### src/rtl/cache_refill_ctrl_pkg.sv
// Shared definitions for the cache line refill sequencer: block geometry,
// FSM state encoding and address-split helpers.
package cache_refill_ctrl_pkg;

  localparam int unsigned OFFSET_W        = 3;
  localparam int unsigned WORDS_PER_BLOCK = 8;

  typedef enum logic [1:0] {
    IDLE,
    FILL,
    WRITE,
    DONE
  } refill_state_e;

  // Helpers work on a zero-extended 32-bit address; callers size-cast the result.
  function automatic logic [31:0] addr_offset(input logic [31:0] addr);
    return addr & (WORDS_PER_BLOCK - 1);
  endfunction

  function automatic logic [31:0] addr_index(input logic [31:0] addr, input int unsigned index_w);
    return (addr >> OFFSET_W) & ((32'd1 << index_w) - 32'd1);
  endfunction

  function automatic logic [31:0] addr_tag(input logic [31:0] addr, input int unsigned index_w);
    return addr >> (OFFSET_W + index_w);
  endfunction

endpackage

### src/rtl/cache_refill_ctrl_counter.sv
// Word position tracker for a refill: wrapping block offset plus a count of
// words already written.
module cache_refill_ctrl_counter
  import cache_refill_ctrl_pkg::*;
(
  input  logic                clk,
  input  logic                rst,
  input  logic                load,
  input  logic [OFFSET_W-1:0] load_off,
  input  logic                inc,
  output logic [OFFSET_W-1:0] cur_off,
  output logic [OFFSET_W-1:0] cnt,
  output logic                last
);

  logic [OFFSET_W-1:0] cur_off_q, cur_off_d;
  logic [OFFSET_W-1:0] cnt_q, cnt_d;

  always_comb begin
    cur_off_d = cur_off_q;
    cnt_d     = cnt_q;
    if (load) begin
      cur_off_d = load_off;
      cnt_d     = '0;
    end else if (inc) begin
      // Offset width equals log2 of the block size, so natural overflow wraps 7 -> 0.
      cur_off_d = cur_off_q + OFFSET_W'(1);
      cnt_d     = cnt_q + OFFSET_W'(1);
    end
  end

  always_ff @(posedge clk) begin
    if (rst) begin
      cur_off_q <= '0;
      cnt_q     <= '0;
    end else begin
      cur_off_q <= cur_off_d;
      cnt_q     <= cnt_d;
    end
  end

  assign cur_off = cur_off_q;
  assign cnt     = cnt_q;
  assign last    = (cnt_q == OFFSET_W'(WORDS_PER_BLOCK - 1));

endmodule

### src/rtl/cache_refill_ctrl.sv
// Cache line refill sequencer: fetches an 8-word block critical-word-first
// with wrap-around, writes each word, then writes tag/valid and pulses done.
module cache_refill_ctrl
  import cache_refill_ctrl_pkg::*;
#(
  parameter int unsigned ADDR_W  = 16,
  parameter int unsigned DATA_W  = 16,
  parameter int unsigned INDEX_W = 4
) (
  input  logic                             clk,
  input  logic                             rst,
  input  logic                             miss_req,
  input  logic [ADDR_W-1:0]                miss_addr,
  output logic                             mem_req,
  output logic [ADDR_W-1:0]                mem_addr,
  input  logic                             mem_valid,
  input  logic [DATA_W-1:0]                mem_data,
  output logic                             fill_we,
  output logic [OFFSET_W-1:0]              fill_offset,
  output logic [INDEX_W-1:0]               fill_index,
  output logic [DATA_W-1:0]                fill_data,
  output logic                             fill_tag_we,
  output logic [ADDR_W-OFFSET_W-INDEX_W-1:0] fill_tag,
  output logic                             crit_ready,
  output logic                             busy,
  output logic                             done
);

  localparam int unsigned TAG_W = ADDR_W - OFFSET_W - INDEX_W;

  refill_state_e state_q, state_d;
  logic [TAG_W-1:0]    tag_q, tag_d;
  logic [INDEX_W-1:0]  index_q, index_d;
  logic [DATA_W-1:0]   data_q, data_d;

  logic                ctr_load, ctr_inc, ctr_last;
  logic [OFFSET_W-1:0] ctr_load_off, cur_off, cnt;

  cache_refill_ctrl_counter u_counter (
    .clk      (clk),
    .rst      (rst),
    .load     (ctr_load),
    .load_off (ctr_load_off),
    .inc      (ctr_inc),
    .cur_off  (cur_off),
    .cnt      (cnt),
    .last     (ctr_last)
  );

  always_comb begin
    state_d      = state_q;
    tag_d        = tag_q;
    index_d      = index_q;
    data_d       = data_q;
    ctr_load     = 1'b0;
    ctr_inc      = 1'b0;
    ctr_load_off = OFFSET_W'(addr_offset(32'(miss_addr)));
    mem_req      = 1'b0;
    mem_addr     = '0;
    fill_we      = 1'b0;
    fill_offset  = '0;
    fill_index   = '0;
    fill_data    = '0;
    fill_tag_we  = 1'b0;
    fill_tag     = '0;
    crit_ready   = 1'b0;
    done         = 1'b0;

    case (state_q)
      IDLE: begin
        if (miss_req) begin
          tag_d    = TAG_W'(addr_tag(32'(miss_addr), INDEX_W));
          index_d  = INDEX_W'(addr_index(32'(miss_addr), INDEX_W));
          ctr_load = 1'b1;
          state_d  = FILL;
        end
      end
      FILL: begin
        mem_req  = 1'b1;
        mem_addr = {tag_q, index_q, cur_off};
        if (mem_valid) begin
          data_d  = mem_data;
          state_d = WRITE;
        end
      end
      WRITE: begin
        fill_we     = 1'b1;
        fill_data   = data_q;
        fill_offset = cur_off;
        fill_index  = index_q;
        crit_ready  = (cnt == '0);
        ctr_inc     = 1'b1;
        state_d     = ctr_last ? DONE : FILL;
      end
      DONE: begin
        fill_tag_we = 1'b1;
        done        = 1'b1;
        fill_tag    = tag_q;
        fill_index  = index_q;
        state_d     = IDLE;
      end
      default: state_d = IDLE;
    endcase
  end

  always_ff @(posedge clk) begin
    if (rst) begin
      state_q <= IDLE;
      tag_q   <= '0;
      index_q <= '0;
      data_q  <= '0;
    end else begin
      state_q <= state_d;
      tag_q   <= tag_d;
      index_q <= index_d;
      data_q  <= data_d;
    end
  end

  assign busy = (state_q != IDLE);

endmodule

### config.mk
export PLATFORM = sky130hd
export DESIGN_NAME = cache_refill_ctrl
export DESIGN_NICKNAME = d
export VERILOG_FILES = /design/src/rtl/cache_refill_ctrl_pkg.sv /design/src/rtl/cache_refill_ctrl_counter.sv /design/src/rtl/cache_refill_ctrl.sv
export SDC_FILE = /design/constraint.sdc
export NUM_CORES = 1
export LEC_CHECK = 0
export BUFFER_PORTS_ARGS = -buffer_cell sky130_fd_sc_hd__buf_2
export CORE_UTILIZATION = 49
export DETAILED_ROUTE_END_ITERATION = 12
export PLACE_DENSITY = 0.95
export SYNTH_ARGS = -nofsm -noshare
export SYNTH_HDL_FRONTEND = slang
export SYNTH_SLANG_ARGS = --single-unit
### constraint.sdc
create_clock -name clk -period 2 [get_ports clk]
set_input_delay 0.4 -clock clk [delete_from_list [all_inputs] [get_ports clk]]
set_output_delay 0.4 -clock clk [all_outputs]
set_load 0.01 [all_outputs]
==> results.md <==
- Outcome: finished clean
- Category of the most critical setup path: reg -> out
- Slew HR: 0.537
- Crit-path slowest cell: sky130_fd_sc_hd__dfxtp_1
- RSZ-0062 raised after global routing: false
- Cell at the root of the clock tree: sky130_fd_sc_hd__clkbuf_4
- Initial core utilization: 0.526
- Die Span X: 62.6 µm
- Crit end category: output pin
- Sequential-to-total area share from yosys stat: 0.412
- Top area cells in the synthesized netlist: sky130_fd_sc_hd__dfxtp_1 41%, sky130_fd_sc_hd__and2_1 14%, sky130_fd_sc_hd__nand2_1 12%, sky130_fd_sc_hd__a21oi_1 8.6%, sky130_fd_sc_hd__and3_1 3.1%
- Synthesis-stage register bit count: 37
- Worst hold path cell count: 3
- Final-stage net count: 351
- Family of cells with the greatest summed delay on the critical path: buffers and inverters
- R2R Path Start: state_q[0]
- Slew of the pin with the lowest slew margin: approximately 700 ps
- Kind of start point of the critical path: flop
- Max-slew violation total from the final report: 0
- Maximum vdd drop: ~0.37 mV
- Post-synthesis cell type count: 26
- Final cycle utilization of the critical path: 0.923
- Port Buffer Count: 89
- Yosys top cell area share: 0.412
- Drt first pass iters: 4
- Area of the placeable core: 3420 µm²
- Num rows: 21
- Number of synthesized flops with an enable pin: 0
- Fin Clk Skew: 8.16 ps
- Chain of cells forming the critical path: buf_4 -> nor2b_4 -> buf_4 -> and2_1 -> buf_2
- Post-layout utilization of the core: 0.680
- Most used flip-flop cell after synthesis: sky130_fd_sc_hd__dfxtp_1
- Antenna violations before repair: 0
- Latest clock arrival within the worst-skew pair: 320 ps
- Buf/Inv on CP: 3
- Clock-pin slew of the registers on the worst-case setup and hold paths: 100 ps
- Crit path setup slack, layout: 153 ps
- Pin count of the biggest net entering global routing: 38
- Worst setup slack after placement: 372 ps
- Wire length of the first global-routing pass: 7060 µm
- Clock tree from TritonCTS: done
- Power density normalized to cell area: 605 nW/µm²
- Overall routing resource usage: 0.225
- Diode count: 0
- Drt initial violations: 86
- Overall die height: between 60 and 70 µm
- Endpoint of the worst hold-timing path: data_q[9]
- CTS Buf Count: 5
- Number of setup violations in the final report: 0
- Depth of the worst register-to-register path: 4
- H-tree level count: 2
- Total standard cell area after synthesis: approximately 1800 µm²
- Signed area change from the synthesized netlist to the final layout: 29.2%
- Wire length after detailed routing: 4140 µm
- Kind of path behind the tightest hold check: in -> reg
- Full die area: 3910 µm²
- Fraction of layout instances using a drive strength above 1: 0.350
- Routed wire per std cell: 11.6 µm
- Largest fanout on the critical path: 13
- Cell accounting for the most synthesized area: sky130_fd_sc_hd__dfxtp_1
- Cell depth of the worst setup path: 5
- Number of instances in the synthesized netlist: 227
- Total grt overflow: 0
- Hold Fails Final Rpt: 0
- Residual DRC count: 0
- Via count of the first global-routing pass: 1691
- Flop2flop setup slack: 370 ps
- Min cycle time layout: 1850 ps
- Terminus of the critical flop-to-flop path: u_counter.cur_off[0]
- Total setup buffers inserted after CTS: 0
- Final sum of negative setup slack: 0 ps
- Worst path arrival time: 1450 ps
- Buffer depth of the longest clock path: 2
- Number of antenna-violating nets in the routed design: 0
- Yosys warning total: 0
- Final RePlAce weighted congestion: 0.762
- Syn_area_per_cell: 7.92 µm²
- Required time worst endpoint: approximately 1600 ps
- Delay contributed by the slowest stage of the critical path: about 340 ps
- Total vias in the final route: 1750
- Worst Min Path Start: mem_data[9]
- Synth top cells by count: 58 x sky130_fd_sc_hd__nand2_1, 40 x sky130_fd_sc_hd__and2_1, 37 x sky130_fd_sc_hd__dfxtp_1
- Post-Synthesis Net Count: roughly 270
- Fmax: 0.541 GHz
- Hold Buf Count CTS: 0
- Hpwl dp: 3090 µm
- Clock sink count: 37
- Boundary pin count: 90
- Standby leakage power: about 1.2 nW
- Leading cell type by number of instances after synthesis: sky130_fd_sc_hd__nand2_1
- CP most frequent cell: sky130_fd_sc_hd__buf_4
- Ys async rst share: 0
- Via density per instance: about 4.9
- Max-capacitance violation count: 0
cell type report:
class | instances | area [µm²]
well taps | 46 | 57.6
inverters | 2 | 7.51
fillers | 298 | 1090
clock buffers | 7 | 55.1
flip-flops and latches | 37 | 742
multi-input cells | 169 | 950
repair buffers | 96 | 510
what timing repair did:
item	4_1_cts	5_1_grt
hold endpoints to repair	0	0
setup endpoints to repair	2	17
gates cloned	0	0
gates resized for setup	1	3
layout by cell type (no fill, tap or decap), drive strengths merged, types with 3 or more instances in the layout:
cell,instances
clkbuf,7
and2,40
nor3,3
and3,9
a21oi,31
nand3b,3
dfxtp,37
ha,4
nand2,58
buf,96
nor2,4
logic make-up after synthesis:
group | synth area share
compound gates | 0.110
xor+xnor | 0.0146
fa+ha+maj | 0.0279
buf+inv | 0.0675
flops | 0.412
mux | 0.0111
simple gates | 0.357
worst reg2reg max path: cells and delay by family, from the launching register on:
kind	cells	cell delay (ps)
DFF	1	370
AOI/OAI and AO/OA	1	60
and+or+nand+nor	2	880
buffers and inverters	1	180
sequential cells by signal, indices dropped and copies added (netlist names):
register	cells
data_q	16
tag_q	9
index_q	4
u_counter.cnt	3
u_counter.cur_off	3
state_q	2
routing by layer:
metal | vias to the layer above | track usage | wire length, µm
met5 | - | 0 | 0
met4 | 0 | 0.0959 | 99
met3 | 10 | 0.0712 | 186
met2 | 49 | 0.399 | 2140
met1 | 795 | 0.243 | 1720
li1 | 896 | - | -
worst max-delay path by stage:
stage	endpoint	slack, ps	from
floorplan	mem_addr[10]	410	state_q[0]
global placement	mem_addr[1]	410	state_q[1]
detailed placement	mem_addr[8]	370	state_q[1]
CTS	crit_ready	50	state_q[1]
global route	mem_addr[1]	40	state_q[1]
finish	mem_addr[7]	150	state_q[1]
power breakdown:
group | leakage (nW) | switching, mW | internal (mW)
sequential | 0.302 | 0.0261 | 0.776
combinational | 0.848 | 0.124 | 0.0982
clock | 0.0314 | 0.214 | 0.166
stage by stage:
| step | hold WS [ps] | std cells | cell area [µm²] | power, mW |
|---|---|---|---|---|
| floorplan | 432 | 227 | 1800 | 0.958 |
| global placement | 437 | 350 | 2250 | 1.03 |
| detailed placement | 444 | 350 | 2250 | 1.04 |
| CTS | 295 | 357 | 2310 | 1.41 |
| global route | 300 | 357 | 2320 | 1.48 |
| finish | 306 | 357 | 2320 | 1.40 |
(Power assumes the default switching activity.)
